<file path="src/rtl/dotprod_pkg.sv">
// dotprod_pkg: shared widths and FSM encoding for the dot-product pipeline
package dotprod_pkg;
  localparam int DATA_W = 8;
  localparam int ADDR_W = 4;
  localparam int NUMS_BITS = 4;
  localparam int NUMS_DATA = 1 << NUMS_BITS;
  localparam int ACC_W = 2 * DATA_W + NUMS_BITS;
  typedef enum logic [1:0] {S_IDLE, S_RUN, S_DRAIN, S_DONE} state_e;
endpackage

</file>
<file path="src/rtl/dot_product_pipeline_if.sv">
// dot_product_pipeline_if: SRAM read stream in, product writes and sum out
interface dot_product_pipeline_if import dotprod_pkg::*; #(
  parameter int Data_Width = DATA_W,
  parameter int Addr_Width = ADDR_W,
  parameter int Nums_Data_in_bits = NUMS_BITS,
  parameter int Acc_Width = 2 * Data_Width + Nums_Data_in_bits
);
  logic                    start;
  logic                    In_Valid;
  logic [Data_Width-1:0]   Data_A;
  logic [Data_Width-1:0]   Data_B;
  logic [Addr_Width-1:0]   In_Addr;
  logic                    Prod_Valid;
  logic [Addr_Width-1:0]   Prod_Addr;
  logic [2*Data_Width-1:0] Prod_Data;
  logic [Acc_Width-1:0]    Sum_Out;
  logic                    Done;
  logic                    Busy;
  logic                    Extra_Err;
  modport master (output start, In_Valid, Data_A, Data_B, In_Addr,
                  input Prod_Valid, Prod_Addr, Prod_Data, Sum_Out, Done, Busy, Extra_Err);
  modport slave (input start, In_Valid, Data_A, Data_B, In_Addr,
                 output Prod_Valid, Prod_Addr, Prod_Data, Sum_Out, Done, Busy, Extra_Err);
endinterface

</file>
<file path="src/rtl/dot_product_pipeline_mult_reg.sv">
// dp_mult_reg: S1 operand register and S2 product register with valid/address pass-through
module dp_mult_reg #(
  parameter int DW = 8,
  parameter int AW = 4
) (
  input  logic          clk,
  input  logic          rst,
  input  logic          in_valid,
  input  logic [DW-1:0] a,
  input  logic [DW-1:0] b,
  input  logic [AW-1:0] addr,
  output logic          out_valid,
  output logic [AW-1:0] out_addr,
  output logic [2*DW-1:0] out_data
);
  logic          v1_q, v1_d, v2_q, v2_d;
  logic [DW-1:0] a1_q, a1_d, b1_q, b1_d;
  logic [AW-1:0] ad1_q, ad1_d, ad2_q, ad2_d;
  logic [2*DW-1:0] p2_q, p2_d;
  always_comb begin
    v1_d = in_valid;
    a1_d = a;
    b1_d = b;
    ad1_d = addr;
    v2_d = v1_q;
    ad2_d = ad1_q;
    p2_d = {{DW{1'b0}}, a1_q} * {{DW{1'b0}}, b1_q};
  end
  always_ff @(posedge clk) begin
    if (rst) begin
      v1_q <= 1'b0;
      a1_q <= '0;
      b1_q <= '0;
      ad1_q <= '0;
      v2_q <= 1'b0;
      ad2_q <= '0;
      p2_q <= '0;
    end else begin
      v1_q <= v1_d;
      a1_q <= a1_d;
      b1_q <= b1_d;
      ad1_q <= ad1_d;
      v2_q <= v2_d;
      ad2_q <= ad2_d;
      p2_q <= p2_d;
    end
  end
  assign out_valid = v2_q;
  assign out_addr = ad2_q;
  assign out_data = p2_q;
endmodule

</file>
<file path="src/rtl/dot_product_pipeline.sv">
// dot_product_pipeline: streams Nums_Data operand pairs, writes each product, accumulates the dot product
module dot_product_pipeline import dotprod_pkg::*; #(
  parameter int Data_Width = DATA_W,
  parameter int Addr_Width = ADDR_W,
  parameter int Nums_Data_in_bits = NUMS_BITS,
  parameter int Acc_Width = 2 * Data_Width + Nums_Data_in_bits
) (
  input logic clk,
  input logic Comp_reset,
  dot_product_pipeline_if.slave io
);
  localparam logic [Nums_Data_in_bits:0] N_ALL = {1'b1, {Nums_Data_in_bits{1'b0}}};
  localparam logic [Nums_Data_in_bits:0] N_LAST = {1'b0, {Nums_Data_in_bits{1'b1}}};
  state_e state_q, state_d;
  logic [Nums_Data_in_bits:0] in_cnt_q, in_cnt_d, acc_cnt_q, acc_cnt_d;
  logic [Acc_Width-1:0] acc_q, acc_d;
  logic err_q, err_d;
  logic go, accept, last;
  logic pv;
  logic [Addr_Width-1:0] pa;
  logic [2*Data_Width-1:0] pd;
  dp_mult_reg #(.DW(Data_Width), .AW(Addr_Width)) u_mult (
    .clk(clk), .rst(Comp_reset), .in_valid(accept),
    .a(io.Data_A), .b(io.Data_B), .addr(io.In_Addr),
    .out_valid(pv), .out_addr(pa), .out_data(pd)
  );
  // start is only honoured from IDLE, so a final beat with start simply completes the run
  always_comb begin
    go = state_q == S_IDLE && io.start;
    accept = state_q == S_RUN && io.In_Valid;
    last = accept && in_cnt_q == N_LAST;
    state_d = go ? S_RUN
            : last ? S_DRAIN
            : (state_q == S_DRAIN && acc_cnt_q == N_ALL) ? S_DONE
            : state_q == S_DONE ? S_IDLE
            : state_q;
    in_cnt_d = go ? '0 : in_cnt_q + {{Nums_Data_in_bits{1'b0}}, accept};
    acc_cnt_d = go ? '0 : acc_cnt_q + {{Nums_Data_in_bits{1'b0}}, pv};
    acc_d = go ? '0 : pv ? acc_q + {{(Acc_Width-2*Data_Width){1'b0}}, pd} : acc_q;
    err_d = go ? 1'b0 : err_q | (io.In_Valid && state_q == S_DRAIN);
  end
  always_ff @(posedge clk) begin
    if (Comp_reset) begin
      state_q <= S_IDLE;
      in_cnt_q <= '0;
      acc_cnt_q <= '0;
      acc_q <= '0;
      err_q <= 1'b0;
    end else begin
      state_q <= state_d;
      in_cnt_q <= in_cnt_d;
      acc_cnt_q <= acc_cnt_d;
      acc_q <= acc_d;
      err_q <= err_d;
    end
  end
  assign io.Prod_Valid = pv;
  assign io.Prod_Addr = pa;
  assign io.Prod_Data = pd;
  assign io.Sum_Out = acc_q;
  assign io.Done = state_q == S_DONE;
  assign io.Busy = state_q == S_RUN || state_q == S_DRAIN;
  assign io.Extra_Err = err_q;
endmodule

</file>
<file path="src/flat_wrapper.sv">
// flat-port wrapper written by rule: the top's interface ports become plain ports
module dot_product_pipeline_flat import dotprod_pkg::*;
#(
  parameter int Data_Width = DATA_W,
  parameter int Addr_Width = ADDR_W,
  parameter int Nums_Data_in_bits = NUMS_BITS,
  parameter int Acc_Width = 2 * Data_Width + Nums_Data_in_bits
)
  (clk, Comp_reset, io_start, io_In_Valid, io_Data_A, io_Data_B, io_In_Addr, io_Prod_Valid, io_Prod_Addr, io_Prod_Data, io_Sum_Out, io_Done, io_Busy, io_Extra_Err);
  dot_product_pipeline_if #(.Data_Width(Data_Width), .Addr_Width(Addr_Width), .Nums_Data_in_bits(Nums_Data_in_bits), .Acc_Width(Acc_Width)) io_i ();
  input logic clk;
  input logic Comp_reset;
  input wire logic [$bits(io_i.start)-1:0] io_start;
  input wire logic [$bits(io_i.In_Valid)-1:0] io_In_Valid;
  input wire logic [$bits(io_i.Data_A)-1:0] io_Data_A;
  input wire logic [$bits(io_i.Data_B)-1:0] io_Data_B;
  input wire logic [$bits(io_i.In_Addr)-1:0] io_In_Addr;
  output wire logic [$bits(io_i.Prod_Valid)-1:0] io_Prod_Valid;
  output wire logic [$bits(io_i.Prod_Addr)-1:0] io_Prod_Addr;
  output wire logic [$bits(io_i.Prod_Data)-1:0] io_Prod_Data;
  output wire logic [$bits(io_i.Sum_Out)-1:0] io_Sum_Out;
  output wire logic [$bits(io_i.Done)-1:0] io_Done;
  output wire logic [$bits(io_i.Busy)-1:0] io_Busy;
  output wire logic [$bits(io_i.Extra_Err)-1:0] io_Extra_Err;
  assign io_i.start = io_start;
  assign io_i.In_Valid = io_In_Valid;
  assign io_i.Data_A = io_Data_A;
  assign io_i.Data_B = io_Data_B;
  assign io_i.In_Addr = io_In_Addr;
  assign io_Prod_Valid = io_i.Prod_Valid;
  assign io_Prod_Addr = io_i.Prod_Addr;
  assign io_Prod_Data = io_i.Prod_Data;
  assign io_Sum_Out = io_i.Sum_Out;
  assign io_Done = io_i.Done;
  assign io_Busy = io_i.Busy;
  assign io_Extra_Err = io_i.Extra_Err;
  dot_product_pipeline #(.Data_Width(Data_Width), .Addr_Width(Addr_Width), .Nums_Data_in_bits(Nums_Data_in_bits), .Acc_Width(Acc_Width)) u_core (.clk(clk), .Comp_reset(Comp_reset), .io(io_i));
endmodule
</file>
<file path="config.mk">
export PLATFORM = sky130hd
export DESIGN_NAME = dot_product_pipeline_flat
export DESIGN_NICKNAME = d
export VERILOG_FILES = /design/src/rtl/dotprod_pkg.sv /design/src/rtl/dot_product_pipeline_if.sv /design/src/rtl/dot_product_pipeline_mult_reg.sv /design/src/rtl/dot_product_pipeline.sv /design/src/flat_wrapper.sv
export SDC_FILE = /design/constraint.sdc
export NUM_CORES = 1
export LEC_CHECK = 0
export ABC_AREA = 1
export CAP_MARGIN = 10
export CORE_MARGIN = 2
export CORE_UTILIZATION = 40
export CTS_CLUSTER_DIAMETER = 200
export DETAILED_ROUTE_END_ITERATION = 7
export SYNTH_ARGS = -nofsm -noshare
export SYNTH_HDL_FRONTEND = slang
export SYNTH_HIERARCHICAL = 1
export SYNTH_SLANG_ARGS = --single-unit
</file>
<file path="constraint.sdc">
create_clock -name clk -period 4.3 [get_ports clk]
set_input_delay 1.29 -clock clk [delete_from_list [all_inputs] [get_ports clk]]
set_output_delay 1.29 -clock clk [all_outputs]
set_load 0.02 [all_outputs]
</file>
==> reports/results.ini <==
[timing]
setup_viol = 0
worst_pin_slew_ns = 0.480
grt_setup_unrepaired = no
period_needed_ns = 3.90
skew_ns = 0.00480
maxSlewHeadroom = 0.680
fin_tns_setup_ns = 0
max_freq_mhz = 256
layout_worst_path_cycle_share = 0.907
whs_ns = 0.402
hold_viol = 0
slew_viol_final = 0

[global_route]
grt_max_degree = 36
grt_pass1_wl_mm = 21.9
grt_use_total = 0.171
antenna_found_initial = 0
grt_pass1_vias = 4630
grt.overflow.total = 0

[worst_setup_path]
required_ns = 4.54
endpoint_kind = register
startpoint_type = register
critPathArrivalTime_ns = 4.14
reg2reg_slack_ns = 0.40
cpMostUsedCell = nand2_1
crit_buf_inv = 4
rr_endpoint = u_core/u_mult/out_data[9]
setup.worst_path.end = u_core/u_mult/out_data[9]
crit_slowest_cell = fa_1
r2r-start = u_core/u_mult/b1_q[7]
cp_max_fo = 8
cp_top_family = adder cells
rr_worst_depth = 17
max_stage_delay_ns = 0.55
path_cells = nand2_1 > fa_1 > fa_1 > inv_1 > fa_1 > inv_1 > fa_1 > inv_1 > ha_1 > nand2_1 > inv_1 > nand2_1 > nand2_1 > a21oi_1 > nand2_1 > nand2_1 > nor2_1
worstSetupPathType = register to register
crit_cells = 17
critPathLaunch = u_core/u_mult/b1_q[7]

[detailed_routing]
wl_per_cell_um = 11.2
wirelength_mm = 12.6
vias_per_cell = 4.45
vias = 4994
drc_errors = 0
dr.first_iter.drc_count = 223
drtPass1Iterations = 4
antenna_left = 0

[clock_network]
cts_resized = 0
cts_setup_buffers = 0
ctsHoldBuffers = 0
clock_sinks = 75
htree_levels = 3
cts-root-buf = clkbuf_16
clk_latency_ns = 0.34
cts_tree = built
cts_buffers = 9
path_clk_slew_ns = 0.06
clockBufferDepth = 2

[outcome]
status = complete, no violations

[synth]
synth_area_leaders = dfxtp_1 (25%), nand2_1 (14%), inv_1 (13%), ha_1 (13%), fa_1 (13%)
synth_cells = 876
yosysTopAreaCell = dfxtp_1
synth_fp_nets = 997
synth_seq_cells = 75
yosysMostFrequentCell = nand2_1
yosys-top-cells-count = nand2_1 (220), inv_1 (208), nor2_1 (108), dfxtp_1 (75), ha_1 (60)
yosysWarnings = 6
ys.flop_type = dfxtp_1
synth_cell_type_count = 27
syn_area_per_cell_um2 = 6.74
seq_area_frac_synth = 0.254
synthArstFlopShare = 0
synth_top_cell_area_share = 0.254
synthesis.area_um2 = 5900
synth_edf_count = 0

[power_and_ir_drop]
leakagePower_uw = 0.00398
ir_drop_uv = 214
finalPower_uw = 1790
power.density_nw_per_um2 = 255

[placement]
dp_hpwl_mm = 10.3
port_buffers = 67
dp.cells = 1107
routabilityCongestion = 0.898

[run]
cap_violations = 0

[floorplan]
die_h_um = 125
start_util = 0.408
coreArea_um2 = 14500
num_rows = 44
ioPinCount = 68
fp.dieArea_um2 = 15700
fp.dieW_um = 125

[finish]
post-route-util = 0.484
fin_nets = 1055
stdcell_count = 1123
drive_gt1_frac = 0.0426
area_delta_synth_final_pct = 18.9
n_antenna_cell = 0

[min_path]
hold_class = register to register

-- tightest hold or removal path: cells and delay by family (launching register included) --
| kind | cells | cell delay, ns |
|---|---|---|
| flip-flops | 1 | 0.30 |
| buffers and inverters | 1 | 0.04 |
| AND/OR/NAND/NOR | 1 | 0.03 |
-- through the flow --
step,cell area [µm²],setup slack [ns]
floorplan,5900,0.481
global placement,6740,0.449
detailed placement,6740,0.375
CTS,7010,0.371
global route,7010,0.111
finish,7010,0.398
-- cells by family after synthesis --
family | count (synthesis) | share of synthesized area
and+or+nand+nor | 396 | 0.272
buffers and inverters | 240 | 0.154
adders and majority gates | 97 | 0.253
DFF | 75 | 0.254
AOI/OAI and AO/OA | 57 | 0.0498
xor gates and xnor gates | 11 | 0.0163
-- final cells by class --
class,count,area (µm²)
clock buffer,10,229
clock inverter,6,47.5
fill,1529,7470
inverter,215,807
multi-input combinational,561,3490
sequential,75,1500
tap,184,230
timing repair buffer,72,708
-- cells in the final DEF (no fill, tap or decap) --
cell type	netlist	routed
or2_2	1	1
nor3_1	6	6
clkbuf_16	0	9
nand3_1	42	42
inv_2	4	4
xor2_1	8	8
nor2_1	108	108
o21ai_1	2	2
nand3_2	3	3
dfxtp_1	75	75
xnor2_1	3	3
a21oi_2	1	1
o211ai_1	1	1
nand2_2	5	5
clkinv_4	0	1
nand4_1	4	4
clkinv_2	0	1
clkinv_1	3	3
inv_6	0	3
clkdlybuf4s50_1	0	67
clkinvlp_4	0	1
buf_4	0	5
and2_1	1	1
nor2_2	6	6
o21ai_0	17	17
nand2_1	220	220
clkbuf_1	20	1
inv_1	208	208
fa_1	37	37
ha_1	60	60
a21oi_1	35	35
o21bai_1	1	1
-- how the worst min path moves through the flow --
stage | slack, ns | from | cells after the start | to
after global placement | 0.39 | u_core/u_mult/ad1_q[2] | 2 | u_core/u_mult/out_addr[2]
after detailed placement | 0.40 | u_core/u_mult/ad1_q[2] | 2 | u_core/u_mult/out_addr[2]
after CTS | 0.40 | u_core/u_mult/ad1_q[3] | 2 | u_core/u_mult/out_addr[3]
after floorplan | 0.39 | u_core/u_mult/ad1_q[0] | 2 | u_core/u_mult/out_addr[0]
after global routing | 0.43 | u_core/u_mult/ad1_q[0] | 2 | u_core/u_mult/out_addr[0]
final | 0.40 | u_core/u_mult/ad1_q[3] | 2 | u_core/u_mult/out_addr[3]
-- routing by layer --
layer  vias to the layer above  routed length (µm)  GRT usage
met3                        17                 425     0.0355
li1                       2701                   -          -
met2                        93                5860      0.279
met1                      2183                6080      0.224
met4                         0                 259     0.0608
met5                         -                   0          0
-- flip-flops by register name, indices dropped and copies added (netlist names) --
register and cells:
u_core/acc_cnt_q 5, u_core/in_cnt_q 5, u_core/io.Extra_Err 1, u_core/io.Sum_Out 20
u_core/state_q 2, u_core/u_mult/a1_q 8, u_core/u_mult/ad1_q 4, u_core/u_mult/b1_q 8
u_core/u_mult/out_addr 4, u_core/u_mult/out_data 16, u_core/u_mult/out_valid 1, u_core/u_mult/v1_q 1
-- power by group --
group | internal, µW | switching [µW]
combinational | 138 | 191
sequential | 724 | 30.9
clock | 396 | 308
No activity file was read; power rests on OpenSTA's default activity.
